--- config.mk ---
export PLATFORM = sky130hd
export DESIGN_NAME = sr_drive_sequencer_flat
export DESIGN_NICKNAME = d
export VERILOG_FILES = /design/src/rtl/sr_pkg.sv /design/src/rtl/sr_drive_sequencer_if.sv /design/src/rtl/sr_phase_timer.sv /design/src/rtl/sr_drive_sequencer.sv /design/src/flat_wrapper.sv
export SDC_FILE = /design/constraint.sdc
export NUM_CORES = 1
export LEC_CHECK = 0
export BUFFER_PORTS_ARGS = -buffer_cell sky130_fd_sc_hd__buf_2
export CAP_MARGIN = 20
export CORE_UTILIZATION = 32
export CTS_CLUSTER_DIAMETER = 30
export DETAILED_ROUTE_END_ITERATION = 6
export HOLD_SLACK_MARGIN = 0.05
export SYNTH_ARGS = -nofsm -noshare
export SYNTH_HDL_FRONTEND = slang
export SYNTH_HIERARCHICAL = 1
export SYNTH_SLANG_ARGS = --single-unit
--- constraint.sdc ---
create_clock -name clk -period 6.01 [get_ports clk]
set_input_delay 0.9015 -clock clk [delete_from_list [all_inputs] [get_ports clk]]
set_output_delay 0.9015 -clock clk [all_outputs]
set_load 0.1 [all_outputs]
--- src/rtl/sr_pkg.sv ---
// Shared constants for the SR flop drive sequencer: FSM encodings, direction codes, defaults.
package sr_pkg;

    localparam int unsigned PULSE_W_DEF = 2;
    localparam int unsigned GAP_W_DEF   = 1;
    localparam int unsigned CNT_W_DEF   = 8;

    localparam logic [1:0] ST_IDLE  = 2'd0;
    localparam logic [1:0] ST_DRIVE = 2'd1;
    localparam logic [1:0] ST_GAP   = 2'd2;
    localparam logic [1:0] ST_CHECK = 2'd3;

    localparam logic DIR_SET = 1'b1;
    localparam logic DIR_CLR = 1'b0;

endpackage

--- src/rtl/sr_drive_sequencer_if.sv ---
// Command/status bundle between a requester and the SR drive sequencer.
interface sr_drive_sequencer_if
    import sr_pkg::*;
#(
    parameter int unsigned CNT_W = CNT_W_DEF
);
    logic             set_req;
    logic             clr_req;
    logic             cmd_ready;
    logic             s;
    logic             r;
    logic             q_fb;
    logic             q_exp;
    logic             q_valid;
    logic             done;
    logic             illegal_cmd;
    logic             mismatch;
    logic [CNT_W-1:0] cmd_cnt;

    modport master (
        output set_req, clr_req, q_fb,
        input  cmd_ready, s, r, q_exp, q_valid, done, illegal_cmd, mismatch, cmd_cnt
    );

    modport slave (
        input  set_req, clr_req, q_fb,
        output cmd_ready, s, r, q_exp, q_valid, done, illegal_cmd, mismatch, cmd_cnt
    );
endinterface

--- src/rtl/sr_phase_timer.sv ---
// Loadable down-counter that parks at zero; shared by the DRIVE and GAP phases.
module sr_phase_timer
    import sr_pkg::*;
#(
    parameter int unsigned CNT_W = CNT_W_DEF
) (
    input  logic             clk,
    input  logic             rst,
    input  logic             load_i,
    input  logic [CNT_W-1:0] load_val_i,
    output logic             zero_c_o
);
    logic [CNT_W-1:0] count_q, count_d;

    always_comb begin
        count_d = count_q;
        if (load_i) begin
            count_d = load_val_i;
        end else if (count_q != '0) begin
            count_d = count_q - CNT_W'(1);
        end
    end

    always_ff @(posedge clk) begin
        if (rst) begin
            count_q <= '0;
        end else begin
            count_q <= count_d;
        end
    end

    assign zero_c_o = (count_q == '0);
endmodule

--- src/rtl/sr_drive_sequencer.sv ---
// Turns set/clear requests into exclusive, width-limited S/R pulses and checks the flop afterwards.
module sr_drive_sequencer
    import sr_pkg::*;
#(
    parameter int unsigned PULSE_W = PULSE_W_DEF,
    parameter int unsigned GAP_W   = GAP_W_DEF,
    parameter int unsigned CNT_W   = CNT_W_DEF
) (
    input  logic                 clk,
    input  logic                 rst,
    sr_drive_sequencer_if.slave  bus_if
);
    logic [1:0]       state_q, state_d;
    logic             dir_q, dir_d;
    logic             s_q, s_d;
    logic             r_q, r_d;
    logic             ready_q, ready_d;
    logic             done_q, done_d;
    logic             illegal_q, illegal_d;
    logic             q_exp_q, q_exp_d;
    logic             q_valid_q, q_valid_d;
    logic             mismatch_q, mismatch_d;
    logic [CNT_W-1:0] cnt_q, cnt_d;

    logic             tmr_load_c;
    logic [CNT_W-1:0] tmr_val_c;
    logic             tmr_zero_c;

    sr_phase_timer #(.CNT_W(CNT_W)) u_timer (
        .clk        (clk),
        .rst        (rst),
        .load_i     (tmr_load_c),
        .load_val_i (tmr_val_c),
        .zero_c_o   (tmr_zero_c)
    );

    // Timer is loaded with N-1 so that a phase lasts exactly N cycles.
    always_comb begin
        state_d    = state_q;
        dir_d      = dir_q;
        s_d        = s_q;
        r_d        = r_q;
        done_d     = 1'b0;
        illegal_d  = 1'b0;
        q_exp_d    = q_exp_q;
        q_valid_d  = q_valid_q;
        mismatch_d = mismatch_q;
        cnt_d      = cnt_q;
        tmr_load_c = 1'b0;
        tmr_val_c  = '0;

        case (state_q)
            ST_IDLE: begin
                if (bus_if.set_req && bus_if.clr_req) begin
                    illegal_d = 1'b1;
                end else if (bus_if.set_req || bus_if.clr_req) begin
                    dir_d      = bus_if.set_req ? DIR_SET : DIR_CLR;
                    s_d        = bus_if.set_req;
                    r_d        = ~bus_if.set_req;
                    state_d    = ST_DRIVE;
                    tmr_load_c = 1'b1;
                    tmr_val_c  = CNT_W'(PULSE_W - 1);
                end
            end
            ST_DRIVE: begin
                if (tmr_zero_c) begin
                    s_d        = 1'b0;
                    r_d        = 1'b0;
                    state_d    = ST_GAP;
                    tmr_load_c = 1'b1;
                    tmr_val_c  = CNT_W'(GAP_W - 1);
                end
            end
            ST_GAP: begin
                if (tmr_zero_c) begin
                    state_d = ST_CHECK;
                    done_d  = 1'b1;
                end
            end
            ST_CHECK: begin
                q_exp_d   = dir_q;
                q_valid_d = 1'b1;
                cnt_d     = cnt_q + CNT_W'(1);
                if (bus_if.q_fb != dir_q) begin
                    mismatch_d = 1'b1;
                end
                state_d = ST_IDLE;
            end
            default: begin
                state_d = ST_IDLE;
                s_d     = 1'b0;
                r_d     = 1'b0;
            end
        endcase

        ready_d = (state_d == ST_IDLE);
    end

    always_ff @(posedge clk) begin
        if (rst) begin
            state_q    <= ST_IDLE;
            dir_q      <= DIR_CLR;
            s_q        <= 1'b0;
            r_q        <= 1'b0;
            ready_q    <= 1'b1;
            done_q     <= 1'b0;
            illegal_q  <= 1'b0;
            q_exp_q    <= 1'b0;
            q_valid_q  <= 1'b0;
            mismatch_q <= 1'b0;
            cnt_q      <= '0;
        end else begin
            state_q    <= state_d;
            dir_q      <= dir_d;
            s_q        <= s_d;
            r_q        <= r_d;
            ready_q    <= ready_d;
            done_q     <= done_d;
            illegal_q  <= illegal_d;
            q_exp_q    <= q_exp_d;
            q_valid_q  <= q_valid_d;
            mismatch_q <= mismatch_d;
            cnt_q      <= cnt_d;
        end
    end

    assign bus_if.cmd_ready   = ready_q;
    assign bus_if.s           = s_q;
    assign bus_if.r           = r_q;
    assign bus_if.done        = done_q;
    assign bus_if.illegal_cmd = illegal_q;
    assign bus_if.q_exp       = q_exp_q;
    assign bus_if.q_valid     = q_valid_q;
    assign bus_if.mismatch    = mismatch_q;
    assign bus_if.cmd_cnt     = cnt_q;
endmodule
--- src/flat_wrapper.sv ---
// flat-port wrapper written by rule: the top's interface ports become plain ports
module sr_drive_sequencer_flat import sr_pkg::*;
#(
    parameter int unsigned PULSE_W = PULSE_W_DEF,
    parameter int unsigned GAP_W   = GAP_W_DEF,
    parameter int unsigned CNT_W   = CNT_W_DEF
)
  (clk, rst, bus_if_set_req, bus_if_clr_req, bus_if_q_fb, bus_if_cmd_ready, bus_if_s, bus_if_r, bus_if_q_exp, bus_if_q_valid, bus_if_done, bus_if_illegal_cmd, bus_if_mismatch, bus_if_cmd_cnt);
  sr_drive_sequencer_if #(.CNT_W(CNT_W)) bus_if_i ();
  input  logic clk;
  input  logic rst;
  input wire logic [$bits(bus_if_i.set_req)-1:0] bus_if_set_req;
  input wire logic [$bits(bus_if_i.clr_req)-1:0] bus_if_clr_req;
  input wire logic [$bits(bus_if_i.q_fb)-1:0] bus_if_q_fb;
  output wire logic [$bits(bus_if_i.cmd_ready)-1:0] bus_if_cmd_ready;
  output wire logic [$bits(bus_if_i.s)-1:0] bus_if_s;
  output wire logic [$bits(bus_if_i.r)-1:0] bus_if_r;
  output wire logic [$bits(bus_if_i.q_exp)-1:0] bus_if_q_exp;
  output wire logic [$bits(bus_if_i.q_valid)-1:0] bus_if_q_valid;
  output wire logic [$bits(bus_if_i.done)-1:0] bus_if_done;
  output wire logic [$bits(bus_if_i.illegal_cmd)-1:0] bus_if_illegal_cmd;
  output wire logic [$bits(bus_if_i.mismatch)-1:0] bus_if_mismatch;
  output wire logic [$bits(bus_if_i.cmd_cnt)-1:0] bus_if_cmd_cnt;
  assign bus_if_i.set_req = bus_if_set_req;
  assign bus_if_i.clr_req = bus_if_clr_req;
  assign bus_if_i.q_fb = bus_if_q_fb;
  assign bus_if_cmd_ready = bus_if_i.cmd_ready;
  assign bus_if_s = bus_if_i.s;
  assign bus_if_r = bus_if_i.r;
  assign bus_if_q_exp = bus_if_i.q_exp;
  assign bus_if_q_valid = bus_if_i.q_valid;
  assign bus_if_done = bus_if_i.done;
  assign bus_if_illegal_cmd = bus_if_i.illegal_cmd;
  assign bus_if_mismatch = bus_if_i.mismatch;
  assign bus_if_cmd_cnt = bus_if_i.cmd_cnt;
  sr_drive_sequencer #(.PULSE_W(PULSE_W), .GAP_W(GAP_W), .CNT_W(CNT_W)) u_core (.clk(clk), .rst(rst), .bus_if(bus_if_i));
endmodule
==> metrics <==
status finished clean; Area contributors post-synth dfxtp_1 (41%), a21oi_1 (4.6%), nand2_1 (4.0%); final RePlAce weighted congestion ~0.79; Nets 177; GRT Overall Usage between 10 and 15%; Arrival @ worst endpoint around 2.8 ns; Routed WL between 2 and 2.5 mm; buffer and inverter count on the worst path 0; Reg clk slew, reported paths 0.09 ns; first-pass GRT wire length around 4.2 mm; Final min period ~2.7 ns; Initial Utilization between 30% and 40%; hold wc startpoint u_core/bus_if.q_exp$_SDFFE_PP0N_; die height roughly 66 um; # DRC 0; CTS sink cnt 27; H-tree Lvls 1; routed vias/inst approximately 5.0; cts bufs inserted 3; num ports 21; f_max 0.376 GHz; crit path launch type register; most frequent cells after synthesis dfxtp_1 (27), nand2_1 (14), a21oi_1 (12); Mapped Cells about 150; post_cts resized 0; Routed wire per std cell between 10 and 15 um; synthesized cell area 1310 um2; Yosys top cell area share roughly two fifths; Yosys Warn Count 6; R2R Setup Slk roughly 3.4 ns; clock skew 0.00479 ns; row count 22; number of diodes 0; sequence of cells on the critical path nor4_4 -> and4bb_1 -> nand2_1 -> a21oi_1 -> or2_2 -> o32ai_1; Root Driver clkbuf_8; count leader, synth dfxtp_1; max-slew violations 0; Worst path max stage delay roughly 0.73 ns; type of the tightest min-delay check register to register; cell family with most CP delay simple AND/OR/NAND/NOR gates; CTS Hold Buffers Added 0; Post-Place Cell Area between 1000 and 1500 um2; Max-Cap Viols 0; die width approximately 66 um; first drt pass iteration count 4; leakage power roughly 0.0006 uW; Worst Path Max Fanout 14; CP max stage cell a21oi_1; Critical Path RT about 6 ns; Worst R2R Path Depth 6; number of setup buffers added after CTS 0; Buffers on Ports 20; Finished Cell Area 1490 um2; share of cells above drive strength 1 around 19%; critical path capture point type register; Hold EP u_core/bus_if.q_exp$_SDFFE_PP0N_; grt total ovfl 0; library cells used by synthesis between 40 and 50; r2r startpoint u_core/u_timer/count_q[3]$_SDFFE_PP0P_; Yosys top cell by area dfxtp_1; mean post-synth cell area between 8 and 9 um2; DR iter-0 viols 33; RSZ-0062 raised after global routing false; Finished Core Util roughly 40%; vias in the first global route slightly below 1,000; core area 3800 um2; Fin. Hold Viols 0; Setup-failing EPs final 0; largest net degree at the start of global routing 31; Tcrit/Tclk final ~44%; Pwr Total just under 600 uW; Clock Tree Buf Depth 2; Post-synth EDFFs 0; maximum VDD drop 0.284 mV; CTS tree yes; setup TNS 0 ns; Hold Slack roughly 0.46 ns; Seq cells post-synth 27; FILL cells 394; sequential share of the synthesized area about two fifths; FF-to-FF End u_core/u_timer/count_q[4]$_SDFFE_PP0P_; Area Growth Syn to Fin 13.3%; stages on the worst setup path 6; worst slew pin tran between 0.9 and 1 ns; PD cells around 400 nW/um2; die area 4360 um2; WHS Path Cells 2; clk_lat worst skew between 0.2 and 0.3 ns; Detail Route Antenna Nets 0; Async S/R FF share, synth 0%; initial antenna violation count 0; Main synth FF type dfxtp_1; Crit Path Class register to register; vias 1,068; post-DP HPWL between 1.5 and 2 mm; Max transition margin a little under 40%
[where the power goes]
group | internal, uW | switching, uW
registers | 211 | 44.2
clock network | 46.4 | 54.7
logic | 91.5 | 144
[how the worst max path moves through the flow]
| stage | endpoint | from |
|---|---|---|
| after global routing | u_core/u_timer/count_q[3]$_SDFFE_PP0P_ | u_core/u_timer/count_q[3]$_SDFFE_PP0P_ |
| after global placement | u_core/u_timer/count_q[5]$_SDFFE_PP0P_ | bus_if_set_req |
| after detailed placement | u_core/u_timer/count_q[5]$_SDFFE_PP0P_ | u_core/u_timer/count_q[3]$_SDFFE_PP0P_ |
| after floorplan | u_core/u_timer/count_q[0]$_SDFFE_PP0P_ | bus_if_set_req |
| after CTS | u_core/u_timer/count_q[5]$_SDFFE_PP0P_ | u_core/u_timer/count_q[3]$_SDFFE_PP0P_ |
| final | u_core/u_timer/count_q[4]$_SDFFE_PP0P_ | u_core/u_timer/count_q[3]$_SDFFE_PP0P_ |
[worst min-delay path, cell delays in order (launching register included)]
cell,delay (ns)
dfxtp_1,0.32
nand2_1,0.05
a21oi_1,0.05
[routing by layer]
metal | GRT usage [%] | up-vias | wire (um) | part of all wire (%)
li1 | - | 551 | - | -
met1 | 16.2 | 492 | 1270 | 51
met2 | 20.4 | 23 | 1080 | 43
met3 | 3.62 | 2 | 114 | 4.6
met4 | 2.39 | 0 | 17 | 0.69
met5 | 0 | - | 0 | 0
[registers in the layout, summed over array words and instances, names as in the netlist]
register and count:
u_core/bus_if.mismatch 1, u_core/bus_if.cmd_cnt 8, u_core/bus_if.r 1, u_core/bus_if.s 1
u_core/state_q 2, u_core/bus_if.q_valid 1, u_core/u_timer/count_q 8, u_core/bus_if.cmd_ready 1
u_core/bus_if.illegal_cmd 1, u_core/bus_if.done 1, u_core/dir_q 1, u_core/bus_if.q_exp 1
[cells by family (layout without fill, tap and decap cells)]
logic type               count (synthesis)  in the layout  synth area share, %
buffers and inverters                   16             31                 6.20
XOR/XNOR                                 7              7                 4.68
other                                    1              7                0.286
AO/OA/AOI/OAI                           30             30                 15.1
adder cells (fa/ha/maj)                  4              4                 3.82
multiplexers                             3              3                 2.39
flip-flops                              27             27                 41.2
AND/OR/NAND/NOR                         58             58                 26.3
[metrics by stage]
step	setup slack (ns)	instances
2_1_floorplan	3.89	152
3_3_place_gp	3.45	211
3_5_place_dp	3.36	211
4_1_cts	3.34	215
5_1_grt	3.14	215
6_report	3.35	215
[cell type report]
cell class,count,area (um2),share of cell area [%]
Clock buffer,3,41.3,2.78
Sequential cell,27,541,36.4
Multi-Input combinational cell,109,712,47.9
Inverter,7,26.3,1.77
Clock inverter,1,5.00,0.337
Tap cell,48,60.1,4.04
Timing Repair Buffer,20,100,6.74
[cells in the final DEF (no fill, tap or decap), types with 2 or more instances in the layout]
cell type  instances
clkbuf_8           3
a21oi_1           12
nand3_1            4
inv_1              7
buf_2             20
nor2_1             9
xor2_1             3
o21ai_0            4
mux2i_1            2
or3_1              5
nor2b_1            2
o2bb2ai_1          2
or2_2              2
conb_1             7
dfxtp_1           27
xnor2_1            4
a211oi_1           2
ha_1               4
nor3_1             6
nor3b_1            2
nand2b_1           4
nand2_1           14
o32ai_1            4
Note: power is estimated with default switching activity, not from simulation.
